[src/rtl/id_ex_stage_pkg.sv]
// id_ex_stage_pkg: shared ALU codes, zero-register index and the ID/EX register layout.
package id_ex_stage_pkg;
  localparam logic [4:0] XZR_REG = 5'd31;
  typedef enum logic [3:0] {
    ALU_AND   = 4'b0000,
    ALU_OR    = 4'b0001,
    ALU_ADD   = 4'b0010,
    ALU_SUB   = 4'b0110,
    ALU_PASSB = 4'b0111
  } alu_op_e;
  typedef struct packed {
    logic        valid;
    logic [4:0]  rn;
    logic [4:0]  rm;
    logic [4:0]  rd;
    logic [63:0] reg_out1;
    logic [63:0] reg_out2;
    logic [63:0] imm;
    logic        alu_src;
    logic [3:0]  alu_ctrl;
    logic        mem_read;
    logic        mem_write;
    logic        reg_write;
    logic        mem_to_reg;
  } ex_reg_t;
  function automatic ex_reg_t bubble(input logic [4:0] zr);
    ex_reg_t b;
    b = '0;
    b.rn = zr;
    b.rm = zr;
    b.rd = zr;
    return b;
  endfunction
endpackage

[src/rtl/id_ex_stage_operand_forward.sv]
// operand_forward: picks EX/MEM, then MEM/WB, then the register-file value for one operand.
module operand_forward
  import id_ex_stage_pkg::*;
#(
  parameter logic [4:0] XZR = XZR_REG
) (
  input  logic [4:0]  idx,
  input  logic [63:0] reg_val,
  input  logic        ex_mem_we,
  input  logic [4:0]  ex_mem_rd,
  input  logic [63:0] ex_mem_val,
  input  logic        mem_wb_we,
  input  logic [4:0]  mem_wb_rd,
  input  logic [63:0] mem_wb_val,
  output logic [63:0] val
);
  logic live;
  assign live = idx != XZR;
  always_comb
    val = (live && ex_mem_we && ex_mem_rd == idx) ? ex_mem_val :
          (live && mem_wb_we && mem_wb_rd == idx) ? mem_wb_val : reg_val;
endmodule

[src/rtl/id_ex_stage.sv]
// id_ex_stage: ID/EX pipeline register with EX operand forwarding and load-use stall detection.
module id_ex_stage
  import id_ex_stage_pkg::*;
#(
  parameter logic [4:0] XZR = XZR_REG
) (
  input  logic        Clk,
  input  logic        Reset,
  input  logic        IdValid,
  input  logic [4:0]  IdRn,
  input  logic [4:0]  IdRm,
  input  logic [4:0]  IdRd,
  input  logic [63:0] IdRegOut1,
  input  logic [63:0] IdRegOut2,
  input  logic [63:0] IdImm,
  input  logic        IdALUSrc,
  input  logic [3:0]  IdALUCtrl,
  input  logic        IdMemRead,
  input  logic        IdMemWrite,
  input  logic        IdRegWrite,
  input  logic        IdMemToReg,
  input  logic        Flush,
  input  logic        ExMemRegWrite,
  input  logic [4:0]  ExMemRd,
  input  logic [63:0] ExMemResult,
  input  logic        MemWbRegWrite,
  input  logic [4:0]  MemWbRd,
  input  logic [63:0] MemWbData,
  output logic [63:0] BusA,
  output logic [63:0] BusB,
  output logic [3:0]  ALUCtrl,
  output logic [63:0] ExStoreData,
  output logic        ExValid,
  output logic        ExMemRead,
  output logic        ExMemWrite,
  output logic        ExRegWrite,
  output logic        ExMemToReg,
  output logic [4:0]  ExRd,
  output logic        Stall
);
  ex_reg_t r, nxt;
  always_comb
    nxt = '{valid: IdValid, rn: IdRn, rm: IdRm, rd: IdRd, reg_out1: IdRegOut1,
            reg_out2: IdRegOut2, imm: IdImm, alu_src: IdALUSrc, alu_ctrl: IdALUCtrl,
            mem_read: IdMemRead, mem_write: IdMemWrite, reg_write: IdRegWrite,
            mem_to_reg: IdMemToReg};
  always_ff @(posedge Clk)
    r <= (Reset || Flush || Stall) ? bubble(XZR) : nxt;
  // A load in EX cannot forward its data yet, so a dependent ID instruction waits one cycle.
  assign Stall = IdValid && r.valid && r.mem_read && r.rd != XZR &&
                 (r.rd == IdRn || r.rd == IdRm);
  operand_forward #(.XZR(XZR)) u_fwd_a (
    .idx(r.rn), .reg_val(r.reg_out1),
    .ex_mem_we(ExMemRegWrite), .ex_mem_rd(ExMemRd), .ex_mem_val(ExMemResult),
    .mem_wb_we(MemWbRegWrite), .mem_wb_rd(MemWbRd), .mem_wb_val(MemWbData),
    .val(BusA)
  );
  operand_forward #(.XZR(XZR)) u_fwd_b (
    .idx(r.rm), .reg_val(r.reg_out2),
    .ex_mem_we(ExMemRegWrite), .ex_mem_rd(ExMemRd), .ex_mem_val(ExMemResult),
    .mem_wb_we(MemWbRegWrite), .mem_wb_rd(MemWbRd), .mem_wb_val(MemWbData),
    .val(ExStoreData)
  );
  assign BusB       = r.alu_src ? r.imm : ExStoreData;
  assign ALUCtrl    = r.alu_ctrl;
  assign ExValid    = r.valid;
  assign ExMemRead  = r.mem_read;
  assign ExMemWrite = r.mem_write;
  assign ExRegWrite = r.reg_write;
  assign ExMemToReg = r.mem_to_reg;
  assign ExRd       = r.rd;
endmodule

[config.mk]
export PLATFORM = sky130hd
export DESIGN_NAME = id_ex_stage
export DESIGN_NICKNAME = d
export VERILOG_FILES = /design/src/rtl/id_ex_stage_pkg.sv /design/src/rtl/id_ex_stage_operand_forward.sv /design/src/rtl/id_ex_stage.sv
export SDC_FILE = /design/constraint.sdc
export NUM_CORES = 1
export LEC_CHECK = 0
export BUFFER_PORTS_ARGS = -buffer_cell sky130_fd_sc_hd__clkbuf_2
export CAP_MARGIN = 40
export CORE_AREA = 2 2 220 222
export CTS_BUF_LIST = sky130_fd_sc_hd__clkbuf_2
export CTS_CLUSTER_DIAMETER = 50
export DETAILED_ROUTE_END_ITERATION = 8
export DIE_AREA = 0 0 222 224
export PLACE_DENSITY = 0.46
export SLEW_MARGIN = 15
export SYNTH_ARGS = -nofsm -noshare
export SYNTH_HDL_FRONTEND = slang
export SYNTH_HIERARCHICAL = 1
export SYNTH_SLANG_ARGS = --single-unit
[constraint.sdc]
create_clock -name Clk -period 3.3 [get_ports Clk]
set_input_delay 0.66 -clock Clk [delete_from_list [all_inputs] [get_ports Clk]]
set_output_delay 0.66 -clock Clk [all_outputs]
set_load 0.01 [all_outputs]
==> results of run 1 <==
-- final cells by class --
cell class | instances | area share (%)
clock inverter | 15 | 0.393
timing repair buffer | 916 | 35.1
clock buffer | 92 | 2.10
antenna | 6 | 0.0684
multi-input combinational | 1073 | 38.9
inverter | 2 | 0.0342
sequential | 217 | 20.0
tap | 615 | 3.51
-- cell families after synthesis --
kind of cell              Yosys count  share of synthesized area (%)
DFF                               217                           36.3
AOI/OAI and AO/OA                 483                           25.6
muxes                              64                           6.01
and+or+nand+nor                   492                           18.6
xor gates and xnor gates           30                           2.32
buffers and inverters             182                           11.2
-- worst min-delay path: stages --
cell,delay (ns)
clkbuf_2,0.11
nor2_4,0.06
buf_12,0.19
nand2_1,0.10
a21oi_1,0.03
-- final timing paths --
path | start | end | cells after the start
setup / recovery | r[210] | BusB[14] | 8
setup reg to reg | ExRd[0] | ALUCtrl[2] | 5
hold / removal | Flush | r[132] | 5
hold reg to reg | ExMemRead | r[212] | 3
-- registers in the layout (all words and copies together), names as in the netlist --
signal / flops
ExRd: 5
ExMemWrite: 1
ExMemToReg: 1
ExRegWrite: 1
ExMemRead: 1
r: 203
ExValid: 1
ALUCtrl: 4
-- per-layer routing --
metal | global-route usage (%) | vias up | wire [um]
li1 | - | 6947 | -
met1 | 32.4 | 7429 | 30600
met2 | 43.1 | 1027 | 35200
met3 | 7.33 | 247 | 7450
met4 | 10.9 | 4 | 3470
met5 | 0 | - | 27
-- power groups by stage --
stage	clock network, W	registers (W)	logic [W]
6_report	0.00209	0.00278	0.00201
5_1_grt	0.00228	0.00279	0.00210
4_1_cts	0.00216	0.00277	0.00168
3_5_place_dp	0	0.00283	0.00126
3_3_place_gp	0	0.00283	0.00126
2_1_floorplan	0	0.00281	0.000677
-- layout by cell type (no fill, tap or decap), drive strengths merged, types with 128 or more instances in the layout --
cell type,instances
o21ai,143
buf,218
nand2,205
a21oi,202
nor3,128
dfxtp,217
a31oi,128
dlygate4sd3,218
clkbuf,572
nand3,131
-- what timing repair did --
action,4_1_cts,5_1_grt
setup buffers,27,19
gates cloned,19,25
endpoints found under the setup margin,192,193
hold buffers,218,0
gates resized for setup,187,466
pin swaps,37,64
hold endpoints to repair,217,0
-- through the flow --
| step | instances | cell area [sq um] | setup slack, ns | hold slack, ns |
|---|---|---|---|---|
| finish | 2936 | 22000 | -0.268 | 0.256 |
| global route | 2933 | 21900 | -0.448 | 0.195 |
| CTS | 2890 | 19400 | -0.361 | 0.147 |
| detailed placement | 2521 | 15100 | 0.0187 | 0.745 |
| global placement | 2519 | 15000 | -0.00388 | 0.737 |
| floorplan | 1468 | 12000 | 0.687 | 0.627 |
==> results_dict.tcl, run 1 <==
set metrics [dict create \
    status "finished, violations left" \
    violations "negative setup slack" \
    yosysWarningCount 6 \
    min_path_type "input pin to flip-flop" \
    vdd_ir_drop_max_v 0.000226 \
    path_max_fanout 32 \
    synth_area_sq_um 12000 \
    initial_core_util_pct 25.3 \
    synth_fp_nets 1828 \
    dpl.hpwl_um 42200 \
    synth_top_flop_cell "dfxtp_1" \
    chipWidth_um 222 \
    yosysMostFrequentCell "dfxtp_1" \
    clk_path_buf_depth 3 \
    path_buf_inv 3 \
    period_share_pct 108 \
    hold_violations 0 \
    synth_cells 1468 \
    grt_use_total_pct 26.3 \
    drv_cap 0 \
    setup_viol 181 \
    clkLatencyLatePin_ns 0.94 \
    netlist.area_leader.share_pct 36.3 \
    die-area_sq_um 49700 \
    synth-seq-area-share_pct 36.3 \
    grt_pass1_vias 15600 \
    swShare_pct 34.8 \
    cts_sinks 217 \
    syn_area_per_cell_sq_um 8.16 \
    synth_seq_cells 217 \
    synth_enable_flop_cells 0 \
    cp-start-kind "flip-flop" \
    vias 15700 \
    maxClockFrequency_mhz 280 \
    routed_wl_um 76700 \
    antenna_found_initial 5 \
    p_leak_nw 8.85 \
    cts_made_buffers 67 \
    cts_tree "built" \
    internal-power_w 0.00448 \
    rsz0062_at_grt "true" \
    synth_area_leaders "dfxtp_1, a21oi_2, a31oi_1" \
    cts_root_buffer "clkbuf_2" \
    drt_iter0_markers 1450 \
    ioPinCount 567 \
    critPathRequiredTime_ns 2.64 \
    fin_setup_tns_ns -22.85 \
    p_clk_share_pct 30.4 \
    postRouteAntennaNets 0 \
    wire_per_inst_um 26.1 \
    power_per_cell_area_nw_per_um2 313 \
    gp_congestion 0.982 \
    clk_pin_slew_ns 0.09 \
    worst-setup-path-type "flip-flop to output pin" \
    rows 80 \
    cp.arrival_ns 2.91 \
    period_needed_ns 3.57 \
    final_max_slew_viol_count 0 \
    worst_setup_path_end_kind "output pin" \
    combPwrFrac_pct 29.2 \
    p_sw_w 0.00240 \
    path_cells "xnor2_1 -> nand4_1 -> buf_6 -> buf_16 -> nor3_1 -> a31oi_2 -> mux2_2 -> clkbuf_2" \
    pwr-share-seq_pct 40.4 \
    dr.pass1.iters 5 \
    crit_family "buffers and inverters" \
    synth_common_cells "dfxtp_1, nand2_1, nand3_1, o21ai_0" \
    cts.htree.levels 3 \
    synth.distinct_cells 32 \
    core_sq_um 47300 \
    yosysTopAreaCell "dfxtp_1" \
    r2r_setup_slack_ns 1.06 \
    total_power_w 0.00687 \
    register_area_sq_um 4380 \
    viasPerCell 5.33 \
    area_growth_pct 83.2 \
    fin_util_pct 46.4 \
    fillers 4526 \
    drive_above_1_share_pct 53.9 \
    die-height_um 224 \
    grt_max_degree 106 \
    slowest_delay_ns 0.38 \
    fin_nets 2637 \
    drc 0 \
    max_slew_margin_pct 50.1 \
    cpMaxStageDelayCell "dfxtp_4" \
    finalWorstSetupSlack_ns -0.268 \
    async_reset_ff_share_pct 0 \
    grt_pass1_wl_um 98000 \
    multi_input_area_sq_um 8530 \
    worstMarginPinSlew_ns 0.749 \
    portBuffers 566 \
    grt_overflow 0 \
    clock_skew_ns 0.0345 \
]
Note: power is estimated with default switching activity, not from simulation.
==> run 2: changes to the inputs <==
CORE_AREA = 2 2 219 221   (was 2 2 220 222)
DIE_AREA = 0 0 221 223   (was 0 0 222 224)
PLACE_DENSITY = 0.48   (was 0.46)
clock period = 2.94 ns   (was 3.3 ns; I/O delays follow)
==> run 2 against run 1 <==
Highest routed layer is now met4. First-iteration DRC count decreased by 11%. Combinational power increased by 2%. The flow still finishes with violations (negative setup slack). Largest power group unchanged. Sequential cell count unchanged.
==> results_dict.tcl, run 2 (synthesis gave the netlist of run 1 again) <==
set metrics [dict create \
    regMostFlops "r" \
    cts_made_buffers 67 \
    final_common_cell "clkbuf_2" \
    worst_r2r_path_depth 5 \
    dp.cells 2564 \
    clk_path_buf_depth 3 \
    clk_pin_slew_ns 0.11 \
    largest_register_ffs 203 \
    r2r_setup_slack_ns 0.81 \
    drc 0 \
    area_growth_pct 72.7 \
    grt_max_degree 103 \
    grt_overflow 0 \
    portBuffers 566 \
    vdd_ir_drop_max_v 0.000217 \
    worstMarginPinSlew_ns 0.698 \
    min_path_type "input pin to flip-flop" \
    cts_sinks 217 \
    fin_nets 2662 \
    r2r-end "r[214]" \
    period_needed_ns 3.50 \
    grt_pass1_wl_um 94000 \
    ioPinCount 567 \
    antenna_found_initial 7 \
    postRouteAntennaNets 0 \
    core_sq_um 47100 \
    status "finished, violations left" \
    wire_per_inst_um 22.2 \
    gp_congestion 0.917 \
    fillers 4627 \
    hold_start "Reset" \
    clkLatencyLatePin_ns 1.03 \
    worst_setup_path_end_kind "output pin" \
    drv_cap 0 \
    stdcell_count 2967 \
    placed_area_sq_um 15400 \
    rsz0062_at_grt "true" \
    clock_skew_ns 0.113 \
    power_per_cell_area_nw_per_um2 374 \
    routed_wl_um 65900 \
    maxClockFrequency_mhz 285 \
    cts.htree.levels 3 \
    rows 80 \
    fin_setup_tns_ns -77.33 \
    violations "negative setup slack" \
    p_leak_nw 8.61 \
    viasPerCell 5.18 \
    critPathRequiredTime_ns 2.35 \
    drt_iter0_markers 1293 \
    place_ws_ns -0.150 \
    final_max_slew_viol_count 0 \
    setup_viol 193 \
    die-area_sq_um 49300 \
    worst-setup-path-type "flip-flop to output pin" \
    die-height_um 223 \
    chipWidth_um 221 \
    cp-start-kind "flip-flop" \
    dr.pass1.iters 6 \
    drive_above_1_share_pct 49.4 \
    finalWorstSetupSlack_ns -0.565 \
    cts_tree "built" \
    reg2reg_from "ExRd[0]" \
    dpl.hpwl_um 41000 \
    hold_path_end "r[149]" \
    grt_use_total_pct 24.7 \
    holdPathStages 5 \
    grt_pass1_vias 15900 \
    design_area_sq_um 20700 \
    total_power_w 0.00774 \
    cts_root_buffer "clkbuf_2" \
    period_share_pct 119 \
    hold_violations 0 \
    vias 15400 \
    max_slew_margin_pct 53.5 \
    initial_core_util_pct 25.4 \
    path_max_fanout 20 \
    final_cell_mix "clkbuf_2, dlygate4sd3_1, dfxtp_1" \
    cp.arrival_ns 2.92 \
]
[run 2: changes by cell type in the layout (fill, tap and decap cells not counted), sizes merged]
cell / change
bufinv: +2
or2: -4
diode: -1
inv: +1
buf: -57
clkinv: +8
clkbuf: +56
dlygate4sd3: +26
[run 2: worst max-delay path: stages, from the launching register on]
cell	delay, ns
dfxtp_4	0.42
nand4_4	0.14
o211ai_4	0.31
or2_4	0.23
buf_12	0.20
a31oi_1	0.12
buf_4	0.16
mux2_2	0.26
clkbuf_2	0.13
[run 2: worst max path at each step]
| stage | depth (start not counted) | endpoint | from |
|---|---|---|---|
| after floorplan | 7 | BusB[14] | MemWbRd[2] |
| after global placement | 7 | BusB[56] | r[210] |
| after detailed placement | 8 | BusB[57] | MemWbRd[1] |
| after CTS | 7 | BusB[59] | r[208] |
| after global routing | 9 | BusB[23] | r[210] |
| final | 8 | BusB[22] | r[210] |
[run 2: repair_timing]
item,4_1_cts,5_1_grt
hold buffers,244,0
pin swaps,26,18
setup buffers,25,2
endpoints found under the hold margin,217,0
gates resized for setup,217,156
endpoints found under the setup margin,193,193
gates cloned,10,5
[run 2: cell type report]
| type | count | area [sq um] | share of cell area [%] |
|---|---|---|---|
| multi-input combinational | 1069 | 7630 | 36.9 |
| timing repair buffer | 945 | 7270 | 35.1 |
| sequential | 217 | 4380 | 21.2 |
| tap | 615 | 769 | 3.72 |
| clock buffer | 88 | 440 | 2.13 |
| clock inverter | 26 | 185 | 0.895 |
| antenna | 5 | 12.5 | 0.0604 |
| inverter | 2 | 7.51 | 0.0363 |
[run 2: through the flow]
stage / hold slack (ns) / util (%)
3_3_place_gp: 0.748 / 32.8
2_1_floorplan: 0.627 / -
6_report: 0.154 / 43.9
5_1_grt: 0.0936 / 43.9
3_5_place_dp: 0.754 / 32.8
4_1_cts: 0.00155 / 42.2
[run 2: power by group]
part	switching, W	leakage (nW)	internal [W]
combinational	0.00108	6.36	0.000976
clock	0.00149	0.466	0.00108
sequential	0.0000614	1.78	0.00305
[run 2: routing by layer]
metal	up-vias	wire length (um)	global-route usage, %
li1	6975	-	-
met2	975	30700	40.5
met5	-	0	0
met1	7226	26500	30.3
met3	189	6180	6.55
met4	0	2590	11.3
